File: config.mk
export PLATFORM = sky130hd
export DESIGN_NAME = uart_receiver
export DESIGN_NICKNAME = d
export VERILOG_FILES = /design/src/rtl/uart_receiver.sv
export SDC_FILE = /design/constraint.sdc
export NUM_CORES = 1
export LEC_CHECK = 0
export CAP_MARGIN = 10
export CORE_MARGIN = 2
export CORE_UTILIZATION = 51
export DETAILED_ROUTE_END_ITERATION = 8
export DONT_BUFFER_PORTS = 1
export HOLD_SLACK_MARGIN = 0.06
export PLACE_DENSITY = 0.69
export SETUP_SLACK_MARGIN = 0.4
export SYNTH_ARGS = -nofsm -noshare
export SYNTH_HDL_FRONTEND = slang
export SYNTH_SLANG_ARGS = --single-unit
File: constraint.sdc
create_clock -name clk -period 2.1 [get_ports clk]
set_input_delay 0.63 -clock clk [delete_from_list [all_inputs] [get_ports clk]]
set_output_delay 0.63 -clock clk [all_outputs]
set_load 0.01 [all_outputs]
File: src/rtl/uart_receiver.sv
// 8N1 UART receiver: two-flop synchroniser, falling-edge start detect,
// centre sampling of each bit, one-cycle data_valid / frame_error strobes.
module uart_receiver #(
    parameter int unsigned BIT_CYCLES  = 5201,
    parameter int unsigned HALF_CYCLES = BIT_CYCLES / 2
) (
    input  logic       clk,
    input  logic       reset,
    input  logic       rx,
    output logic [7:0] data_out,
    output logic       data_valid,
    output logic       frame_error,
    output logic       busy
);

    typedef enum logic [1:0] {IDLE, START, DATA, STOP} state_t;

    localparam logic [15:0] BIT_LAST  = 16'(BIT_CYCLES - 1);
    localparam logic [15:0] HALF_LAST = 16'(HALF_CYCLES - 1);

    state_t      state;
    logic [15:0] counter;
    logic [2:0]  bit_idx;
    logic [7:0]  shift;
    logic        s1, s2, s2_d;

    always_ff @(posedge clk) begin
        if (reset) begin
            s1   <= 1'b1;
            s2   <= 1'b1;
            s2_d <= 1'b1;
        end else begin
            s1   <= rx;
            s2   <= s1;
            s2_d <= s2;
        end
    end

    always_ff @(posedge clk) begin
        if (reset) begin
            state       <= IDLE;
            counter     <= '0;
            bit_idx     <= '0;
            shift       <= '0;
            data_out    <= '0;
            data_valid  <= 1'b0;
            frame_error <= 1'b0;
            busy        <= 1'b0;
        end else begin
            data_valid  <= 1'b0;
            frame_error <= 1'b0;
            case (state)
                IDLE: begin
                    // Edge, not level: a line parked low never restarts a frame.
                    if (!s2 && s2_d) begin
                        state   <= START;
                        counter <= '0;
                        busy    <= 1'b1;
                    end
                end
                START: begin
                    if (counter == HALF_LAST) begin
                        counter <= '0;
                        if (!s2) begin
                            state   <= DATA;
                            bit_idx <= '0;
                        end else begin
                            state <= IDLE;
                            busy  <= 1'b0;
                        end
                    end else begin
                        counter <= counter + 16'd1;
                    end
                end
                DATA: begin
                    if (counter == BIT_LAST) begin
                        counter <= '0;
                        shift   <= {s2, shift[7:1]};
                        bit_idx <= bit_idx + 3'd1;
                        if (bit_idx == 3'd7) begin
                            state <= STOP;
                        end
                    end else begin
                        counter <= counter + 16'd1;
                    end
                end
                STOP: begin
                    if (counter == BIT_LAST) begin
                        counter <= '0;
                        state   <= IDLE;
                        busy    <= 1'b0;
                        if (s2) begin
                            data_out   <= shift;
                            data_valid <= 1'b1;
                        end else begin
                            frame_error <= 1'b1;
                        end
                    end else begin
                        counter <= counter + 16'd1;
                    end
                end
                default: begin
                    state   <= IDLE;
                    counter <= '0;
                    busy    <= 1'b0;
                end
            endcase
        end
    end

endmodule

# Yosys cells after proc, flatten, opt, wreduce, memory -nomap -nowiden
# Index checks and enable logic that the tools add are counted.
[word_totals]
reg_bits = 43
out_inout_bits = 11
in_bits = 3
[op_classes]
bitwise = 2
mux = 22
eq_ne = 13
n_addsub = 2
reduce_logical = 12
[op_table]
columns = ["op", "n"]
rows = [
  ["$mux W16", 3],
  ["$pmux W16 S3", 1],
  ["$add A16 B1 Y16 const B", 1],
  ["$eq A16 B12 Y1 const B", 1],
  ["$eq A16 B13 Y1 const B", 1],
  ["$ne A2 B2 Y1 const B", 7],
  ["$mux W2", 6],
  ["$reduce_and A5 Y1", 2],
  ["$mux W3", 3],
  ["$pmux W2 S4", 1],
  ["$mux W1", 6],
  ["$pmux W3 S2", 1],
  ["$eq A2 B2 Y1 const B", 2],
  ["$reduce_and A4 Y1", 1],
  ["$add A3 B1 Y3 const B", 1],
  ["$eq A3 B3 Y1 const B", 1],
  ["$pmux W1 S3", 1],
  ["$reduce_and A3 Y1", 1],
  ["$reduce_bool A3 Y1", 1],
  ["$reduce_or A3 Y1", 1],
  ["$eq A2 B1 Y1 const B", 1],
  ["$logic_not A2 Y1", 1],
  ["$not A1 Y1", 2],
  ["$reduce_and A2 Y1", 1],
  ["other kinds (4)", 4],
]

# Depth between registers and ports, before layout
[depth]
depth_word = 4
depth_mapped = 8

# Worst setup path before layout
# OpenSTA, ideal clock, no wires.
[synth_timing]
kind = "reg2reg"
start = "reg counter[0]"
end = "reg counter[11]"
arrival_time_ps = 2095
slack_ps = -115
stages_incl_launch_ff = 7
n_path_buf = 0
setup_time_ps = 120
path_cell_list = "dfxtp_1 ha_1 or4bb_1 nor4_4 o32ai_2 and3_1 a211o_1"
[synth_via]
elab_chain_len = 3
elab_cells_between_ends = 6
classes_between = "add/sub: 1; eq/ne: 2; mux: 3"
[synth_rtl]
columns = ["element", "line", "rtl"]
rows = [
  ["start: declaration", "22", "logic [15:0] counter;"],
  ["start signal: assignment", "72", "counter <= counter + 16'd1;"],
  ["start signal: assignment", "84", "counter <= counter + 16'd1;"],
  ["start signal: assignment", "99", "counter <= counter + 16'd1;"],
  ["$add A16 B1 Y16, or another cell as far along", "72, 84, 99", ""],
  ["$mux W16 (on tied branches)", "76, 88, 62", ""],
  ["$pmux W16 S3 (*)", "52", "case (state)"],
]
# Every way passes the cells marked *; elsewhere a longest branch is shown, timed or not.
# A chain may end at the register's enable or synchronous reset.

# Worst setup path in the final report
# Ends and elaborated chain as after synthesis.

==> metrics.yaml <==
outcome:
  outcome: "finished with violations"
  violations: "negative setup slack"
timing:
  finalHoldViolations: 0
  fin_skew_ns: 0.00688
  fin_setup_tns_ns: -0.0149
  report.final.slew_viol_count: 0
  fin_ws_ns: -0.0149
  grt_setup_unrepaired: "yes"
  period_share_pct: 101
  worst_pin_slew_ns: 0.376
  max_slew_margin_pct: 75.0
  finalSetupViolations: 1
  fmax_mhz: 473
  post-route-min-period_ns: 2.11
synth:
  ys_types: 40
  syn_area_per_cell_um2: 9.03
  synthCells: 226
  ys_seq_area_share_pct: 42.2
  ys.warnings.count: 0
  ys_seq_elements: 43
  syn_nets: 233
  synthesis.area_um2: 2040
global_routing:
  grt_util_all_layers_pct: 24.4
  grt_max_degree: 39
  grt_pass1_vias: 1700
  overflow: 0
  grt_pass1_wl_um: 8200
  antenna_found_initial: 0
final_layout:
  layout_common_cells: "37 x dfxtp_1, 27 x buf_4, 25 x nor2_1"
  final_cell_area_um2: 2630
  drive_gt1_share_pct: 32.8
  seq_area_um2: 868
  nFillCells: 288
  areaGrowthSynthToFinish_pct: 28.8
  multi_input_area_um2: 1270
  mostFrequentLayoutCell: "dfxtp_1"
  n_antenna_cell: 0
  fin_nets: 265
worst_setup_path:
  timing.rr.end: "counter[11]"
  critPathLaunch: "counter[0]"
  crit_slowest_cell: "or4bb_4"
  r2r_start: "counter[0]"
  arrival_ns: 2.31
  worst_ep_required_time_ns: 2.30
  cp_num_buf_inv: 2
  cpPeakStageDelay_ns: 0.47
  startpoint_type: "flip-flop"
  path_cells: "buf_6, ha_4, or4bb_4, nor4_4, buf_4, o32ai_4, and3_1, a211o_1"
  setup.worst_path.end_class: "flip-flop"
  crit_cells: 8
  path_max_fanout: 5
  critPathTopFamily: "simple AND/OR/NAND/NOR gates"
  path_class: "flip-flop to flip-flop"
  rr_worst_depth: 8
  worstSetupEndpoint: "counter[11]"
  rrSetupSlack_ns: -0.01
die:
  rows: 22
  die_area_um2: 4520
  fp.dieH_um: 67.3
  start_util_pct: 54.5
  coreArea_um2: 3740
  pin_count: 14
  die_width_um: 67.3
power_and_ir_drop:
  power_density_nw_per_um2: 538
  p_total_mw: 1.41
  p_leak_nw: 0.953
  max-vdd-ir-drop_v: 0.000355
detailed_routing:
  drt-vias-per-instance: 6.07
  wl_met2_um: 2570
  drt_wl_total_um: 5130
  ant_nets: 0
  avgRoutedWirePerCell_um: 16.7
  top_layer: "met4"
  num_vias: 1862
  drc: 0
  dr.pass1.iters: 5
  route.met3.wl_um: 277
  drt_iter0_drc: 84
  wirelength_met1_um: 2220
worst_hold_path:
  hold_path.class: "input port to flip-flop"
  hp-start: "reset"
clocking:
  insertion_delay_ns: 0.30
  tritoncts: "yes"
  clock_sinks: 43
  holdBufCountCts: 0
  h-tree-depth: 2
  root_buffer: "clkbuf_8"
  cts-buffers-inserted: 5
  clockBufferDepth: 2
  clkTransAtPathRegs_ns: 0.08
place:
  gp_congestion: 0.933
  hpwl_um: 3370
  place_area_um2: 2320
  io_buffers: 0
job:
  cap_violations: 0
worst min-delay path by stage:
stage                 endpoint  slack, ns  depth (start not counted)
floorplan                   s2       0.39                          1
global placement            s2       0.39                          1
detailed placement          s2       0.39                          1
CTS                 counter[8]       0.38                          1
global route        counter[8]       0.38                          1
finish              counter[4]       0.40                          1
routing by layer:
metal,track usage [%],vias up
met5,0,-
met4,6.89,0
met3,5.17,7
met2,42.9,74
met1,30.1,886
li1,-,895
cells in the mapped netlist:
master	count	area [um2]
o2bb2ai_2	1	15.0
nand4_2	1	12.5
or4bb_1	2	22.5
nor4_1	5	31.3
mux2i_1	16	160
or4b_2	1	10.0
o32ai_2	1	16.3
or4_1	1	7.51
nor3_1	2	10.0
or3b_1	1	8.76
o21bai_1	1	7.51
and3_1	5	31.3
buf_2	6	30.0
a211o_1	2	17.5
a22oi_1	3	22.5
a31oi_1	14	87.6
nand3_1	16	80.1
nor4_4	2	42.5
ha_1	4	50.1
o21ai_0	4	20.0
clkbuf_1	5	18.8
nand3b_1	6	45.0
a211oi_1	2	15.0
a41oi_1	2	17.5
or2_2	4	25.0
nor2_1	25	93.8
dfxtp_1	43	861
or3_1	5	31.3
or4_4	1	11.3
a221o_1	1	10.0
nand2_1	17	63.8
and2_1	1	6.26
inv_1	6	22.5
nand4b_1	2	17.5
or3b_2	1	8.76
a21oi_1	10	50.1
a2bb2oi_2	1	15.0
nand2b_1	4	25.0
or4b_4	1	13.8
nor2b_1	1	6.26
report_power, final:
group / switching [mW] / internal, mW
Combinational: 0.0422 / 0.0298
Clock: 0.282 / 0.232
Sequential: 0.00558 / 0.821
cell type report:
| cell class | instances | area share (%) |
|---|---|---|
| clock buffers | 6 | 2.76 |
| well taps | 48 | 2.29 |
| multi-input cells | 166 | 48.5 |
| inverters | 6 | 0.857 |
| clock inverters | 2 | 0.476 |
| repair buffers | 36 | 12.0 |
| flip-flops and latches | 43 | 33.0 |
registers in the layout, indices dropped and copies added (netlist names), named ones only:
name         cells
state            1
busy             1
data_out         8
s2               1
counter         16
shift            8
bit_idx          3
data_valid       1
s2_d             1
s1               1
frame_error      1
stage by stage:
stage / hold slack (ns) / cells / setup slack (ns) / utilization (%)
2_1_floorplan: 0.389 / 226 / -0.0372 / -
4_1_cts: 0.379 / 305 / 0.0298 / 68.0
6_report: 0.395 / 307 / -0.0149 / 70.2
5_1_grt: 0.382 / 307 / -0.0841 / 70.2
3_3_place_gp: 0.391 / 291 / -0.0310 / 61.9
3_5_place_dp: 0.394 / 291 / -0.0785 / 61.9
logic make-up after synthesis:
| logic type | Yosys count | synth area share [%] |
|---|---|---|
| simple gates | 104 | 29.6 |
| buf+inv | 17 | 3.49 |
| fa+ha+maj | 4 | 2.45 |
| mux | 16 | 7.85 |
| compound gates | 42 | 14.4 |
| flops | 43 | 42.2 |
timing repair:
item | in CTS | in global routing
cloned | 1 | 0
buffers inserted | 5 | 2
endpoints found under the setup margin | 40 | 40
pin swaps | 17 | 12
gates resized for setup | 25 | 13
No activity file was read; power rests on OpenSTA's default activity.
